[src/rtl/and_unit_arbiter_if.sv]
// Requester-side bus of the shared AND-unit arbiter: request/operand inputs,
// grant/response strobes, and the operand/result path to the external gate.
interface and_unit_arbiter_if #(
  parameter int N_REQ  = 4,
  parameter int DATA_W = 1,
  parameter int CNT_W  = 8
);
  logic                      en;
  logic [N_REQ-1:0]          req;
  logic [N_REQ*DATA_W-1:0]   a_in;
  logic [N_REQ*DATA_W-1:0]   b_in;
  logic [N_REQ-1:0]          gnt;
  logic [N_REQ-1:0]          rsp_valid;
  logic [DATA_W-1:0]         rsp_data;
  logic [DATA_W-1:0]         unit_a;
  logic [DATA_W-1:0]         unit_b;
  logic [DATA_W-1:0]         unit_y;
  logic                      busy;
  logic [CNT_W-1:0]          done_cnt;

  modport master (
    output en, req, a_in, b_in, unit_y,
    input  gnt, rsp_valid, rsp_data, unit_a, unit_b, busy, done_cnt
  );

  modport slave (
    input  en, req, a_in, b_in, unit_y,
    output gnt, rsp_valid, rsp_data, unit_a, unit_b, busy, done_cnt
  );
endinterface

[src/rtl/and_unit_arbiter.sv]
// Round-robin arbiter/sequencer sharing one external bitwise AND unit among
// N_REQ requesters: IDLE -> ISSUE -> RESP, one op per three cycles at most.
module and_unit_arbiter #(
  parameter int N_REQ  = 4,
  parameter int DATA_W = 1,
  parameter int CNT_W  = 8
) (
  input  logic               clk,
  input  logic               rst,
  and_unit_arbiter_if.slave  bus
);

  localparam int IDX_W = (N_REQ > 1) ? $clog2(N_REQ) : 1;

  typedef enum logic [1:0] {
    IDLE  = 2'd0,
    ISSUE = 2'd1,
    RESP  = 2'd2
  } state_e;

  state_e              state_q, state_d;
  logic [IDX_W-1:0]    ptr_q, ptr_d;
  logic [IDX_W-1:0]    win_q, win_d;
  logic [DATA_W-1:0]   unit_a_q, unit_a_d;
  logic [DATA_W-1:0]   unit_b_q, unit_b_d;
  logic [N_REQ-1:0]    gnt_q, gnt_d;
  logic [N_REQ-1:0]    rsp_valid_q, rsp_valid_d;
  logic [DATA_W-1:0]   rsp_data_q, rsp_data_d;
  logic                busy_q, busy_d;
  logic [CNT_W-1:0]    done_cnt_q, done_cnt_d;
  logic [IDX_W:0]      pick_s;

  // Returns {found, index}; scanning offsets high-to-low lets the lowest
  // offset from the pointer overwrite any later candidate.
  function automatic logic [IDX_W:0] rr_pick(input logic [N_REQ-1:0] r,
                                             input logic [IDX_W-1:0] p);
    logic [IDX_W:0]   res;
    logic [IDX_W-1:0] jj;
    res = '0;
    for (int k = N_REQ - 1; k >= 0; k--) begin
      jj  = IDX_W'((int'(p) + k) % N_REQ);
      res = r[jj] ? {1'b1, jj} : res;
    end
    return res;
  endfunction

  function automatic logic [DATA_W-1:0] sel_op(input logic [N_REQ*DATA_W-1:0] v,
                                               input logic [IDX_W-1:0] idx);
    logic [DATA_W-1:0] r;
    r = '0;
    for (int i = 0; i < N_REQ; i++) begin
      r = (IDX_W'(i) == idx) ? v[i*DATA_W +: DATA_W] : r;
    end
    return r;
  endfunction

  function automatic logic [N_REQ-1:0] one_hot(input logic [IDX_W-1:0] idx);
    return N_REQ'(1) << idx;
  endfunction

  // Next-state and next-output computation for the three-phase sequencer.
  always_comb begin
    state_d     = state_q;
    ptr_d       = ptr_q;
    win_d       = win_q;
    unit_a_d    = '0;
    unit_b_d    = '0;
    gnt_d       = '0;
    rsp_valid_d = '0;
    rsp_data_d  = rsp_data_q;
    done_cnt_d  = done_cnt_q;
    pick_s      = rr_pick(bus.req, ptr_q);

    case (state_q)
      IDLE: begin
        if (bus.en && pick_s[IDX_W]) begin
          win_d    = pick_s[IDX_W-1:0];
          unit_a_d = sel_op(bus.a_in, pick_s[IDX_W-1:0]);
          unit_b_d = sel_op(bus.b_in, pick_s[IDX_W-1:0]);
          gnt_d    = one_hot(pick_s[IDX_W-1:0]);
          state_d  = ISSUE;
        end else begin
          state_d  = IDLE;
        end
      end
      ISSUE: begin
        // unit_a/unit_b hold the staged operands for this cycle only.
        rsp_data_d  = bus.unit_y;
        rsp_valid_d = one_hot(win_q);
        state_d     = RESP;
      end
      RESP: begin
        ptr_d      = (win_q == IDX_W'(N_REQ - 1)) ? IDX_W'(0) : win_q + IDX_W'(1);
        done_cnt_d = (done_cnt_q == {CNT_W{1'b1}}) ? done_cnt_q
                                                   : done_cnt_q + CNT_W'(1);
        state_d    = IDLE;
      end
      default: begin
        state_d = IDLE;
      end
    endcase

    busy_d = (state_d != IDLE);
  end

  // State and registered-output flops with synchronous reset.
  always_ff @(posedge clk) begin
    if (rst) begin
      state_q     <= IDLE;
      ptr_q       <= '0;
      win_q       <= '0;
      unit_a_q    <= '0;
      unit_b_q    <= '0;
      gnt_q       <= '0;
      rsp_valid_q <= '0;
      rsp_data_q  <= '0;
      busy_q      <= 1'b0;
      done_cnt_q  <= '0;
    end else begin
      state_q     <= state_d;
      ptr_q       <= ptr_d;
      win_q       <= win_d;
      unit_a_q    <= unit_a_d;
      unit_b_q    <= unit_b_d;
      gnt_q       <= gnt_d;
      rsp_valid_q <= rsp_valid_d;
      rsp_data_q  <= rsp_data_d;
      busy_q      <= busy_d;
      done_cnt_q  <= done_cnt_d;
    end
  end

  assign bus.gnt       = gnt_q;
  assign bus.rsp_valid = rsp_valid_q;
  assign bus.rsp_data  = rsp_data_q;
  assign bus.unit_a    = unit_a_q;
  assign bus.unit_b    = unit_b_q;
  assign bus.busy      = busy_q;
  assign bus.done_cnt  = done_cnt_q;

endmodule

[src/flat_wrapper.sv]
// flat-port wrapper written by rule: the top's interface ports become plain ports
module and_unit_arbiter_flat 
#(
  parameter int N_REQ  = 4,
  parameter int DATA_W = 1,
  parameter int CNT_W  = 8
)
  (clk, rst, bus_en, bus_req, bus_a_in, bus_b_in, bus_unit_y, bus_gnt, bus_rsp_valid, bus_rsp_data, bus_unit_a, bus_unit_b, bus_busy, bus_done_cnt);
  and_unit_arbiter_if #(.N_REQ(N_REQ), .DATA_W(DATA_W), .CNT_W(CNT_W)) bus_i ();
  input  logic clk;
  input  logic rst;
  input wire logic [$bits(bus_i.en)-1:0] bus_en;
  input wire logic [$bits(bus_i.req)-1:0] bus_req;
  input wire logic [$bits(bus_i.a_in)-1:0] bus_a_in;
  input wire logic [$bits(bus_i.b_in)-1:0] bus_b_in;
  input wire logic [$bits(bus_i.unit_y)-1:0] bus_unit_y;
  output wire logic [$bits(bus_i.gnt)-1:0] bus_gnt;
  output wire logic [$bits(bus_i.rsp_valid)-1:0] bus_rsp_valid;
  output wire logic [$bits(bus_i.rsp_data)-1:0] bus_rsp_data;
  output wire logic [$bits(bus_i.unit_a)-1:0] bus_unit_a;
  output wire logic [$bits(bus_i.unit_b)-1:0] bus_unit_b;
  output wire logic [$bits(bus_i.busy)-1:0] bus_busy;
  output wire logic [$bits(bus_i.done_cnt)-1:0] bus_done_cnt;
  assign bus_i.en = bus_en;
  assign bus_i.req = bus_req;
  assign bus_i.a_in = bus_a_in;
  assign bus_i.b_in = bus_b_in;
  assign bus_i.unit_y = bus_unit_y;
  assign bus_gnt = bus_i.gnt;
  assign bus_rsp_valid = bus_i.rsp_valid;
  assign bus_rsp_data = bus_i.rsp_data;
  assign bus_unit_a = bus_i.unit_a;
  assign bus_unit_b = bus_i.unit_b;
  assign bus_busy = bus_i.busy;
  assign bus_done_cnt = bus_i.done_cnt;
  and_unit_arbiter #(.N_REQ(N_REQ), .DATA_W(DATA_W), .CNT_W(CNT_W)) u_core (.clk(clk), .rst(rst), .bus(bus_i));
endmodule
[config.mk]
export PLATFORM = sky130hd
export DESIGN_NAME = and_unit_arbiter_flat
export DESIGN_NICKNAME = d
export VERILOG_FILES = /design/src/rtl/and_unit_arbiter_if.sv /design/src/rtl/and_unit_arbiter.sv /design/src/flat_wrapper.sv
export SDC_FILE = /design/constraint.sdc
export NUM_CORES = 1
export LEC_CHECK = 0
export BUFFER_PORTS_ARGS = -buffer_cell sky130_fd_sc_hd__clkbuf_2
export CAP_MARGIN = 0
export CORE_MARGIN = 5
export CORE_UTILIZATION = 48
export DETAILED_ROUTE_END_ITERATION = 16
export PLACE_DENSITY = 0.75
export SKIP_CTS_REPAIR_TIMING = 1
export SLEW_MARGIN = 40
export SYNTH_ARGS = -nofsm -noshare
export SYNTH_HDL_FRONTEND = slang
export SYNTH_SLANG_ARGS = --single-unit
[constraint.sdc]
create_clock -name clk -period 1.74 [get_ports clk]
set_input_delay 0.348 -clock clk [delete_from_list [all_inputs] [get_ports clk]]
set_output_delay 0.348 -clock clk [all_outputs]
set_load 0.1 [all_outputs]
# Yosys cells after proc, flatten, opt, wreduce, memory -nomap -nowiden
# Index checks and enable logic that the tools add are counted.
# W data, S select, Z words.
[totals]
output_inout_bits = 20
regBits = 26
elab_cells = 63
[op_classes]
n_eq_ne = 7
reduce_logical = 8
n_shift = 2
mux = 23
magnitude_cmp = 4
addsub = 5
n_bitwise = 4
[ops]
columns = ["cell", "count"]
rows = [
  ["$mux W1", 13],
  ["$lt A2 B3 Y1 const B", 4],
  ["$mux W3", 4],
  ["$add A8 B1 Y8 const B", 1],
  ["$bmux W1 S2", 4],
  ["$eq A8 B8 Y1 const B", 1],
  ["$shl A1 B2 Y4 const A", 2],
  ["$add A2 B1 Y2 const B", 2],
  ["$add A2 B2 Y2 const B", 2],
  ["$eq A2 B2 Y1 const A", 2],
  ["$eq A2 B2 Y1 const B", 2],
  ["$logic_not A2 Y1", 2],
  ["$not A1 Y1", 4],
  ["$pmux W2 S2", 1],
  ["$reduce_and A2 Y1", 2],
  ["$reduce_or A3 Y1", 1],
  ["$eq A1 B2 Y1 const A", 1],
  ["$eq A2 B1 Y1 const B", 1],
  ["$mux W2", 1],
  ["$reduce_bool A2 Y1", 1],
  ["$reduce_or A2 Y1", 1],
  ["$logic_and A1 B1 Y1", 1],
]

# Logic depth before layout (Yosys ltp)
# Gate-level depths: netlist (run 1).
[depth]
depth_word = 12
ltp_mapped = 6
mapped_depth_nobuf = 6

# Worst setup path after synthesis (run 1)
# Ideal clock, no wire load.
[synth_timing]
path_type = "register to register"
from = "reg u_core.done_cnt_q[0] (netlist: u_core.bus.done_cnt[0])"
to = "reg u_core.done_cnt_q[3] (netlist: u_core.bus.done_cnt[3])"
path_stages_with_launch = 7
path_buffers = 0
slack_ns = -0.448
arrival_ns = 2.061
path_cell_list = "dfxtp_1 ha_1 and2_1 a41oi_4 nand4_1 xor2_1 nor2_1"
[synth_via]
elab_chain_len = 3
word_cells_on_any_way = 4
[synth_rtl]
columns = ["item", "line", "text"]
rows = [
  ["start: declaration", "and_unit_arbiter.sv:30", "logic [CNT_W-1:0] done_cnt_q, done_cnt_d;"],
  ["start signal: assignment", "and_unit_arbiter.sv:129", "done_cnt_q <= done_cnt_d;"],
  ["parallel branches: the longest is 3 deep, another holds $add A8 B1 Y8", "-", ""],
]
# Several ways; the timed one is not identified.
# A chain may end at the register's enable or synchronous reset.

# Final worst setup path (run 1)
# Ends and elaborated chain as after synthesis.

==> report_table.html, run 1 <==
<table>
<tr><th>Metric</th><th>Value</th></tr>
<tr><th colspan="2">Global routing</th></tr>
<tr><td>Via count of the first global-routing pass</td><td>851</td></tr>
<tr><td>Antenna violations before repair</td><td>0</td></tr>
<tr><td>Total congestion overflow after global routing</td><td>0</td></tr>
<tr><td>First-pass GRT wire length</td><td>3.57 mm</td></tr>
<tr><td>Largest net degree at the start of global routing</td><td>16</td></tr>
<tr><td>Total global routing track utilization</td><td>0.139</td></tr>
<tr><th colspan="2">Drt</th></tr>
<tr><td>Detailed-route vias per instance</td><td>5.13</td></tr>
<tr><td>Remaining number of nets flagged by the antenna check after routing</td><td>0</td></tr>
<tr><td>Routed wire length</td><td>2.12 mm</td></tr>
<tr><td>1st-pass router iterations</td><td>4</td></tr>
<tr><td>Number of violations reported at the end of detailed-routing iteration 0</td><td>12</td></tr>
<tr><td>Number of remaining DRC errors</td><td>0</td></tr>
<tr><td>DR vias</td><td>893</td></tr>
<tr><td>Wire per inst</td><td>12.2 um</td></tr>
<tr><th colspan="2">Run status</th></tr>
<tr><td>Status</td><td>completed</td></tr>
<tr><th colspan="2">Finish</th></tr>
<tr><td>Nets@finish</td><td>165</td></tr>
<tr><td>Fraction of the core area covered by cells at the end of the flow</td><td>0.617</td></tr>
<tr><td>Fraction of layout cells with a size suffix above 1</td><td>0.370</td></tr>
<tr><td>Layout Cell Area excl Fill</td><td>1330 um^2</td></tr>
<tr><td>Area Overhead vs Synth</td><td>26.4%</td></tr>
<tr><td>Antenna cell count</td><td>0</td></tr>
<tr><td>Final non-filler cell total</td><td>174</td></tr>
<tr><td>Fill cell instance count of the final layout</td><td>189</td></tr>
<tr><th colspan="2">Floorplanning</th></tr>
<tr><td>Full die area</td><td>3220 um^2</td></tr>
<tr><td>Number of top-level pins</td><td>36</td></tr>
<tr><td>Horizontal die dimension</td><td>56.7 um</td></tr>
<tr><td>Core Box Area</td><td>2150 um^2</td></tr>
<tr><td>Vertical extent of the die</td><td>56.7 um</td></tr>
<tr><td>Initial standard-cell utilization of the core</td><td>0.488</td></tr>
<tr><td>Number of placement rows</td><td>17</td></tr>
<tr><th colspan="2">Setup path</th></tr>
<tr><td>Setup Crit Path Kind</td><td>flop to flop</td></tr>
<tr><td>Series of cell instances along the critical path</td><td>ha_1 -&gt; and2_1 -&gt; a41oi_4 -&gt; nand4_1 -&gt; xor2_1 -&gt; nor2_1</td></tr>
<tr><td>Crit-path max cell delay</td><td>0.38 ns</td></tr>
<tr><td>Reg2reg setup slack</td><td>0.11 ns</td></tr>
<tr><td>Maximum net fanout on the critical path</td><td>8</td></tr>
<tr><td>Critical-path top delay cell</td><td>sky130_fd_sc_hd__dfxtp_4</td></tr>
<tr><td>End of the worst register-to-register path</td><td>u_core.bus.done_cnt[3]</td></tr>
<tr><td>Startpoint types</td><td>flop</td></tr>
<tr><td>Worst R2R Start</td><td>u_core.bus.done_cnt[0]</td></tr>
<tr><td>CP arrival</td><td>1.89 ns</td></tr>
<tr><td>Critical path data required time</td><td>2.00 ns</td></tr>
<tr><td>Worst reg-to-reg path cell count</td><td>6</td></tr>
<tr><td>Type of element capturing the critical path</td><td>flop</td></tr>
<tr><th colspan="2">Yosys</th></tr>
<tr><td>Cell type contributing the most total cell area after synthesis</td><td>sky130_fd_sc_hd__dfxtp_1</td></tr>
<tr><td>Fraction of synthesis flops using an asynchronous set or reset pin</td><td>0</td></tr>
<tr><td>Combined area of all synthesized cells</td><td>1050 um^2</td></tr>
<tr><td>Flops &amp; latches, synth</td><td>26</td></tr>
<tr><td>Biggest area contributors in the synthesized netlist</td><td>sky130_fd_sc_hd__dfxtp_1 (50%), sky130_fd_sc_hd__mux2i_1 (7.6%), sky130_fd_sc_hd__nor2_1 (5.0%)</td></tr>
<tr><td>Number of flops mapped to enable cells by yosys</td><td>0</td></tr>
<tr><td>Avg Synthesized Cell Area</td><td>9.80 um^2</td></tr>
<tr><td>Cell variety after synth</td><td>30</td></tr>
<tr><td>Number of cells produced by synthesis</td><td>107</td></tr>
<tr><td>Most used DFF post-synth</td><td>sky130_fd_sc_hd__dfxtp_1</td></tr>
<tr><td>Most common library cells after synthesis</td><td>sky130_fd_sc_hd__dfxtp_1 (26), sky130_fd_sc_hd__nor2_1 (14), sky130_fd_sc_hd__nand2_1 (9)</td></tr>
<tr><td>Total nets after synthesis</td><td>125</td></tr>
<tr><td>Share of the synthesized area in the top cell type</td><td>0.496</td></tr>
<tr><td>Number of warnings printed during yosys synthesis</td><td>0</td></tr>
<tr><td>Share of synthesized area occupied by flip-flops and latches</td><td>0.496</td></tr>
<tr><td>Most frequently used cell type in the post-synthesis netlist</td><td>sky130_fd_sc_hd__dfxtp_1</td></tr>
<tr><th colspan="2">Timing</th></tr>
<tr><td>Final sum of negative setup slack</td><td>0 ns</td></tr>
<tr><td>Final critical-path required period</td><td>1.63 ns</td></tr>
<tr><td>Period utilization</td><td>0.938</td></tr>
<tr><td>Maximum clock skew at final layout</td><td>0.00167 ns</td></tr>
<tr><td>Worst slew margin relative to its limit</td><td>0.637</td></tr>
<tr><td>Final setup violation count</td><td>0</td></tr>
<tr><td>Final Hold Viols</td><td>0</td></tr>
<tr><td>Highest achievable clock rate</td><td>613 MHz</td></tr>
<tr><td>Transition time at the pin with the least slew margin</td><td>0.547 ns</td></tr>
<tr><td>Max-slew violations</td><td>0</td></tr>
<tr><td>Unrepaired setup endpoints after global routing</td><td>no</td></tr>
<tr><th colspan="2">Worst hold path</th></tr>
<tr><td>Launch instance of the worst min-delay path</td><td>bus_unit_y</td></tr>
<tr><td>Terminating pin of the worst hold path</td><td>u_core.bus.rsp_data</td></tr>
<tr><td>Hold-critical path depth</td><td>3</td></tr>
<tr><td>Tightest Hold Check Type</td><td>primary input to flop</td></tr>
<tr><th colspan="2">Power and ir drop</th></tr>
<tr><td>Leakage Power</td><td>0.618 nW</td></tr>
<tr><td>PwrDens</td><td>882 nW/um^2</td></tr>
<tr><td>Final total power</td><td>0.00117 W</td></tr>
<tr><td>Maximum VDD drop</td><td>0.000629 V</td></tr>
<tr><th colspan="2">Placed design</th></tr>
<tr><td>Final GP Congestion</td><td>0.761</td></tr>
<tr><td>Placed Cells incl. Taps</td><td>170</td></tr>
<tr><td>Area after DPL</td><td>1280 um^2</td></tr>
<tr><td>Detail Placement HPWL</td><td>1.67 mm</td></tr>
<tr><td>Count of port buffers added during placement</td><td>35</td></tr>
<tr><th colspan="2">CTS</th></tr>
<tr><td>Clock root buffer</td><td>sky130_fd_sc_hd__clkbuf_4</td></tr>
<tr><td>Clock sink count</td><td>26</td></tr>
<tr><td>H-Tree Depth</td><td>1</td></tr>
<tr><td>Register clock-pin slew on the reported worst setup and hold paths</td><td>0.14 ns</td></tr>
<tr><td>Worst-skew pair later-pin latency</td><td>0.31 ns</td></tr>
<tr><td>Clk buf depth</td><td>2</td></tr>
<tr><td>Clock tree from TritonCTS</td><td>yes</td></tr>
<tr><td>Inserted Clock Buffers</td><td>3</td></tr>
<tr><th colspan="2">Run</th></tr>
<tr><td>Max_cap viols</td><td>0</td></tr>
</table>
## critical path, delay by kind of cell (launching register included)
family / cells / cell delay, ns
fa+ha+maj: 1 / 0.22
xor+xnor: 1 / 0.16
simple gates: 3 / 0.45
compound gates: 1 / 0.35
flops: 1 / 0.38
## state kept, by name, summed over array words and instances, names as in the netlist
name / count
u_core.bus.rsp_valid: 4
u_core.bus.rsp_data: 1
u_core.state_q: 2
u_core.bus.done_cnt: 8
u_core.ptr_q: 2
u_core.bus.unit_a: 1
u_core.win_q: 2
u_core.bus.gnt: 4
u_core.bus.busy: 1
u_core.bus.unit_b: 1
## metal layers
| metal | part of all wire | global-route usage |
|---|---|---|
| met5 | 0 | 0 |
| met4 | 0.0085 | 0.0596 |
| met3 | 0.076 | 0.0368 |
| met2 | 0.46 | 0.219 |
| met1 | 0.45 | 0.176 |
## layout make-up
class | instances | area, um^2 | area share
Multi-Input combinational cell | 77 | 510 | 0.385
Tap cell | 28 | 35.0 | 0.0264
Clock buffer | 4 | 47.5 | 0.0359
Sequential cell | 26 | 536 | 0.404
Inverter | 3 | 13.8 | 0.0104
Timing Repair Buffer | 36 | 183 | 0.138
## metrics by stage
stage,setup WS (ns),hold WS (ns)
4_1_cts,0.0810,0.277
6_report,0.108,0.273
5_1_grt,0.00655,0.289
3_3_place_gp,0.164,0.471
2_1_floorplan,0.0691,0.413
3_5_place_dp,0.113,0.489
## worst max-delay path by stage
stage,start,endpoint,slack (ns)
2_1_floorplan,u_core.bus.done_cnt[0],u_core.bus.done_cnt[7],0.07
3_3_place_gp,bus_req[0],u_core.bus.gnt[3],0.16
3_5_place_dp,u_core.bus.done_cnt[0],u_core.bus.done_cnt[3],0.11
4_1_cts,u_core.bus.done_cnt[0],u_core.bus.done_cnt[3],0.08
5_1_grt,u_core.bus.done_cnt[0],u_core.bus.done_cnt[3],0.007
6_report,u_core.bus.done_cnt[0],u_core.bus.done_cnt[3],0.11
## cells by family (layout without fill, tap and decap cells)
group / count (synthesis) / after routing / synth area share
buffers and inverters: 4 / 43 / 0.0167
AND/OR/NAND/NOR: 47 / 47 / 0.237
multiplexers: 8 / 8 / 0.0764
AO/OA/AOI/OAI: 13 / 13 / 0.0907
XOR/XNOR: 7 / 7 / 0.0585
flip-flops: 26 / 26 / 0.496
adder cells (fa/ha/maj): 2 / 2 / 0.0239
## cell usage in the layout (no fill, tap or decap), types with 2 or more instances in the layout
cell type	count
sky130_fd_sc_hd__xor2_1	6
sky130_fd_sc_hd__o22ai_1	3
sky130_fd_sc_hd__nand4_1	3
sky130_fd_sc_hd__nor3b_1	2
sky130_fd_sc_hd__nor3_1	3
sky130_fd_sc_hd__nand2b_1	2
sky130_fd_sc_hd__mux2i_1	8
sky130_fd_sc_hd__dfxtp_1	18
sky130_fd_sc_hd__o21ai_0	2
sky130_fd_sc_hd__inv_1	2
sky130_fd_sc_hd__clkbuf_4	3
sky130_fd_sc_hd__nand2_1	9
sky130_fd_sc_hd__clkbuf_2	35
sky130_fd_sc_hd__nor2_1	14
sky130_fd_sc_hd__dfxtp_4	2
sky130_fd_sc_hd__and3_1	4
sky130_fd_sc_hd__dfxtp_2	6
sky130_fd_sc_hd__a21oi_1	6
sky130_fd_sc_hd__ha_1	2
## where the power goes
| group | total (W) | switching, W | internal [W] |
|---|---|---|---|
| Clock | 0.000349 | 0.000174 | 0.000175 |
| Combinational | 0.000195 | 0.000142 | 0.0000536 |
| Sequential | 0.000625 | 0.0000134 | 0.000611 |
| Total | 0.00117 | 0.000329 | 0.000840 |
No activity file was read; power rests on OpenSTA's default activity.
==> run 2: changes to the inputs <==
--- a/config.mk
+++ b/config.mk
@@ -7,7 +7,8 @@
 export LEC_CHECK = 0
 export BUFFER_PORTS_ARGS = -buffer_cell sky130_fd_sc_hd__clkbuf_2
-export CAP_MARGIN = 0
+export CAP_MARGIN = 20
 export CORE_MARGIN = 5
 export CORE_UTILIZATION = 48
+export CTS_CLUSTER_DIAMETER = 200
 export DETAILED_ROUTE_END_ITERATION = 16
 export PLACE_DENSITY = 0.75
==> constraint.sdc (replaced) <==
create_clock -name clk -period 1.74 [get_ports clk]
set_input_delay 0.348 -clock clk [delete_from_list [all_inputs] [get_ports clk]]
set_output_delay 0.348 -clock clk [all_outputs]
set_load 0.05 [all_outputs]
==> run 2 against run 1 <==
  * Clock skew increased by 0.0081 ns
  * Clock power is 15% higher
  * Total power increased by 1.2%
  * Final area decreased by 0.19%
  * Setup slack improved by 0.019 ns
  * Global-route usage rose by 0.68 points
  * Hold slack got worse by 0.017 ns
  * Clock-buffer cell count decreased by 1
  * Highest routed layer unchanged
==> report_table.html, run 2 (synthesis gave the netlist of run 1 again) <==
<table>
<tr><th>Metric</th><th>Value</th></tr>
<tr><th colspan="2">Run status</th></tr>
<tr><td>Status</td><td>completed</td></tr>
<tr><th colspan="2">Timing</th></tr>
<tr><td>Highest achievable clock rate</td><td>620 MHz (+1.2%)</td></tr>
<tr><td>Maximum clock skew at final layout</td><td>0.00977 ns (+0.00810 ns)</td></tr>
<tr><td>Final setup violation count</td><td>0 (unchanged)</td></tr>
<tr><td>Final sum of negative setup slack</td><td>0 ns (unchanged)</td></tr>
<tr><td>Unrepaired setup endpoints after global routing</td><td>no</td></tr>
<tr><td>Period utilization</td><td>0.927 (-0.0111)</td></tr>
<tr><td>Max-slew violations</td><td>0 (unchanged)</td></tr>
<tr><td>Final critical-path required period</td><td>1.61 ns (-0.0192 ns)</td></tr>
<tr><td>Transition time at the pin with the least slew margin</td><td>0.515 ns (-0.0311 ns)</td></tr>
<tr><td>Tightest hold margin</td><td>0.256 ns (-0.0174 ns)</td></tr>
<tr><td>Worst slew margin relative to its limit</td><td>0.655 (+0.0179)</td></tr>
<tr><td>Final Hold Viols</td><td>0 (unchanged)</td></tr>
<tr><th colspan="2">Run</th></tr>
<tr><td>Max_cap viols</td><td>0 (unchanged)</td></tr>
<tr><th colspan="2">Floorplanning</th></tr>
<tr><td>Horizontal die dimension</td><td>56.7 um (unchanged)</td></tr>
<tr><td>Number of placement rows</td><td>17 (unchanged)</td></tr>
<tr><td>Initial standard-cell utilization of the core</td><td>0.488 (unchanged)</td></tr>
<tr><td>Vertical extent of the die</td><td>56.7 um (unchanged)</td></tr>
<tr><td>Core Box Area</td><td>2150 um^2 (unchanged)</td></tr>
<tr><td>Full die area</td><td>3220 um^2 (unchanged)</td></tr>
<tr><td>Number of top-level pins</td><td>36 (unchanged)</td></tr>
<tr><th colspan="2">Drt</th></tr>
<tr><td>Remaining number of nets flagged by the antenna check after routing</td><td>0 (unchanged)</td></tr>
<tr><td>Routed wire length</td><td>2.14 mm (+1.1%)</td></tr>
<tr><td>1st-pass router iterations</td><td>4 (unchanged)</td></tr>
<tr><td>Detailed-route vias per instance</td><td>5.10 (-0.67%)</td></tr>
<tr><td>Number of remaining DRC errors</td><td>0 (unchanged)</td></tr>
<tr><td>Number of violations reported at the end of detailed-routing iteration 0</td><td>12 (unchanged)</td></tr>
<tr><td>Wire per inst</td><td>12.3 um (+1.1%)</td></tr>
<tr><td>DR vias</td><td>887 (-0.67%)</td></tr>
<tr><th colspan="2">CTS</th></tr>
<tr><td>Clock root buffer</td><td>sky130_fd_sc_hd__clkbuf_4</td></tr>
<tr><td>Clk buf depth</td><td>2 (unchanged)</td></tr>
<tr><td>H-Tree Depth</td><td>1 (unchanged)</td></tr>
<tr><td>Register clock-pin slew on the reported worst setup and hold paths</td><td>0.14 ns (about the same)</td></tr>
<tr><td>Worst-skew pair later-pin latency</td><td>0.32 ns (about the same)</td></tr>
<tr><td>Inserted Clock Buffers</td><td>3 (unchanged)</td></tr>
<tr><td>Clock tree from TritonCTS</td><td>yes</td></tr>
<tr><td>Clock sink count</td><td>26 (unchanged)</td></tr>
<tr><th colspan="2">Global routing</th></tr>
<tr><td>Most heavily used metal layer in global routing</td><td>met2</td></tr>
<tr><td>Routing usage on met3</td><td>0.0414 (+0.00460)</td></tr>
<tr><td>Via count of the first global-routing pass</td><td>858 (+0.82%)</td></tr>
<tr><td>GR Layer Usage met1</td><td>0.161 (-0.0149)</td></tr>
<tr><td>Antenna violations before repair</td><td>0 (unchanged)</td></tr>
<tr><td>Total global routing track utilization</td><td>0.145 (+0.00676)</td></tr>
<tr><td>Largest net degree at the start of global routing</td><td>16 (unchanged)</td></tr>
<tr><td>Total congestion overflow after global routing</td><td>0 (unchanged)</td></tr>
<tr><td>First-pass GRT wire length</td><td>3.64 mm (+1.9%)</td></tr>
<tr><td>Met2 routing resource usage after global routing</td><td>0.251 (+0.0314)</td></tr>
<tr><th colspan="2">Setup path</th></tr>
<tr><td>Maximum net fanout on the critical path</td><td>8 (unchanged)</td></tr>
<tr><td>Series of cell instances along the critical path</td><td>ha_1 -&gt; and2_1 -&gt; a41oi_4 -&gt; nand3_1 -&gt; xor2_1 -&gt; nor2_1</td></tr>
<tr><td>CP top delay family</td><td>simple AND/OR/NAND/NOR gates</td></tr>
<tr><td>Crit-path max cell delay</td><td>0.37 ns (about the same)</td></tr>
<tr><td>Type of element capturing the critical path</td><td>flop</td></tr>
<tr><td>Critical path data required time</td><td>1.96 ns (-0.04 ns)</td></tr>
<tr><td>CP arrival</td><td>1.83 ns (-0.06 ns)</td></tr>
<tr><td>Setup Crit Path Kind</td><td>flop to flop</td></tr>
<tr><td>Startpoint types</td><td>flop</td></tr>
<tr><td>Critical-path top delay cell</td><td>sky130_fd_sc_hd__dfxtp_2</td></tr>
<tr><td>Buffering stage count on the worst path with inverters included</td><td>0 (unchanged)</td></tr>
<tr><th colspan="2">Placed design</th></tr>
<tr><td>Count of port buffers added during placement</td><td>35 (unchanged)</td></tr>
<tr><td>Final GP Congestion</td><td>0.723 (-5.1%)</td></tr>
<tr><td>Detail Placement HPWL</td><td>1.70 mm (+1.7%)</td></tr>
<tr><td>Placed Cells incl. Taps</td><td>170 (unchanged)</td></tr>
<tr><td>Area after DPL</td><td>1260 um^2 (-0.98%)</td></tr>
<tr><th colspan="2">Finish</th></tr>
<tr><td>Fraction of layout cells with a size suffix above 1</td><td>0.329 (-0.0411)</td></tr>
<tr><td>Nets@finish</td><td>165 (unchanged)</td></tr>
<tr><td>Antenna cell count</td><td>0 (unchanged)</td></tr>
<tr><td>Layout Cell Area excl Fill</td><td>1320 um^2 (-0.19%)</td></tr>
<tr><td>Final non-filler cell total</td><td>174 (unchanged)</td></tr>
<tr><td>Number of flip-flops in the largest register</td><td>8 (unchanged)</td></tr>
<tr><td>Area Overhead vs Synth</td><td>26.1%</td></tr>
<tr><td>Commonest non-fill, non-tap cell in the layout</td><td>sky130_fd_sc_hd__clkbuf_2</td></tr>
<tr><td>Commonest non-fill, non-tap cells in the layout</td><td>sky130_fd_sc_hd__clkbuf_2 (35), sky130_fd_sc_hd__dfxtp_1 (24), sky130_fd_sc_hd__nor2_1 (14), sky130_fd_sc_hd__nand2_1 (9), sky130_fd_sc_hd__mux2i_1 (8)</td></tr>
<tr><th colspan="2">Power and ir drop</th></tr>
<tr><td>Maximum VDD drop</td><td>0.000536 V (-15%)</td></tr>
<tr><td>Proportion of total power due to net switching</td><td>0.239 (-0.0426)</td></tr>
<tr><td>Relative contribution of the clock network to total power</td><td>0.341 (+0.042)</td></tr>
<tr><td>Internal power contribution</td><td>0.000901 W (+7.2%)</td></tr>
<tr><td>Leakage Power</td><td>0.617 nW (-0.15%)</td></tr>
<tr><td>PwrDens</td><td>895 nW/um^2 (+1.4%)</td></tr>
<tr><td>Combinational share of power</td><td>0.129 (-0.038)</td></tr>
<tr><td>Switching power</td><td>0.000283 W (-14%)</td></tr>
<tr><td>Sequential fraction of design power</td><td>0.530 (-0.004)</td></tr>
<tr><td>Final total power</td><td>0.00118 W (+1.2%)</td></tr>
<tr><th colspan="2">Worst hold path</th></tr>
<tr><td>Tightest Hold Check Type</td><td>primary input to flop</td></tr>
</table>
## run 2: changes by cell type in the layout (fill, tap and decap cells not counted), sizes merged
cell,previous run,this run
bufinv,0,1
clkbuf,39,38
## run 2: per-stage QoR
step | utilization | setup slack [ns]
after global routing | 0.616 | 0.0279
after global placement | 0.589 | 0.149
after detailed placement | 0.589 | 0.116
after floorplan | - | 0.0953
after CTS | 0.613 | 0.116
final | 0.616 | 0.128
## run 2: worst reg2reg max path, stage by stage (launching register included)
cell and delay, ns:
sky130_fd_sc_hd__dfxtp_2 0.37, sky130_fd_sc_hd__ha_1 0.23, sky130_fd_sc_hd__and2_1 0.21, sky130_fd_sc_hd__a41oi_4 0.36
sky130_fd_sc_hd__nand3_1 0.14, sky130_fd_sc_hd__xor2_1 0.16, sky130_fd_sc_hd__nor2_1 0.05
## run 2: per-layer routing
| metal | vias up | part of all wire |
|---|---|---|
| li1 | 452 | - |
| met5 | - | 0 |
| met1 | 395 | 0.39 |
| met2 | 33 | 0.51 |
| met4 | 0 | 0.025 |
| met3 | 7 | 0.074 |
## run 2: area by class of cell
type                            count  area, um^2
Timing Repair Buffer               36         183
Inverter                            3        13.8
Clock buffer                        3        22.5
Fill cell                         201         826
Tap cell                           28        35.0
Sequential cell                    26         523
Clock inverter                      1        30.0
Multi-Input combinational cell     77         515
## run 2: power by group through the flow
stage / clock [W] / combinational (W) / sequential [W]
CTS: 0.000415 / 0.000153 / 0.000627
floorplan: 0 / 0.0000637 / 0.000679
global route: 0.000439 / 0.000167 / 0.000630
finish: 0.000403 / 0.000153 / 0.000627
global placement: 0 / 0.000148 / 0.000640
detailed placement: 0 / 0.000152 / 0.000640
## run 2: final timing paths
path / start / end / slack, ns / cells past startpoint
max: u_core.bus.done_cnt[0] / u_core.bus.done_cnt[6] / 0.13 / 6
min: bus_unit_y / u_core.bus.rsp_data / 0.26 / 3
max reg2reg: u_core.bus.done_cnt[0] / u_core.bus.done_cnt[6] / 0.13 / 6
min reg2reg: u_core.win_q[1] / u_core.bus.rsp_valid[2] / 0.51 / 2
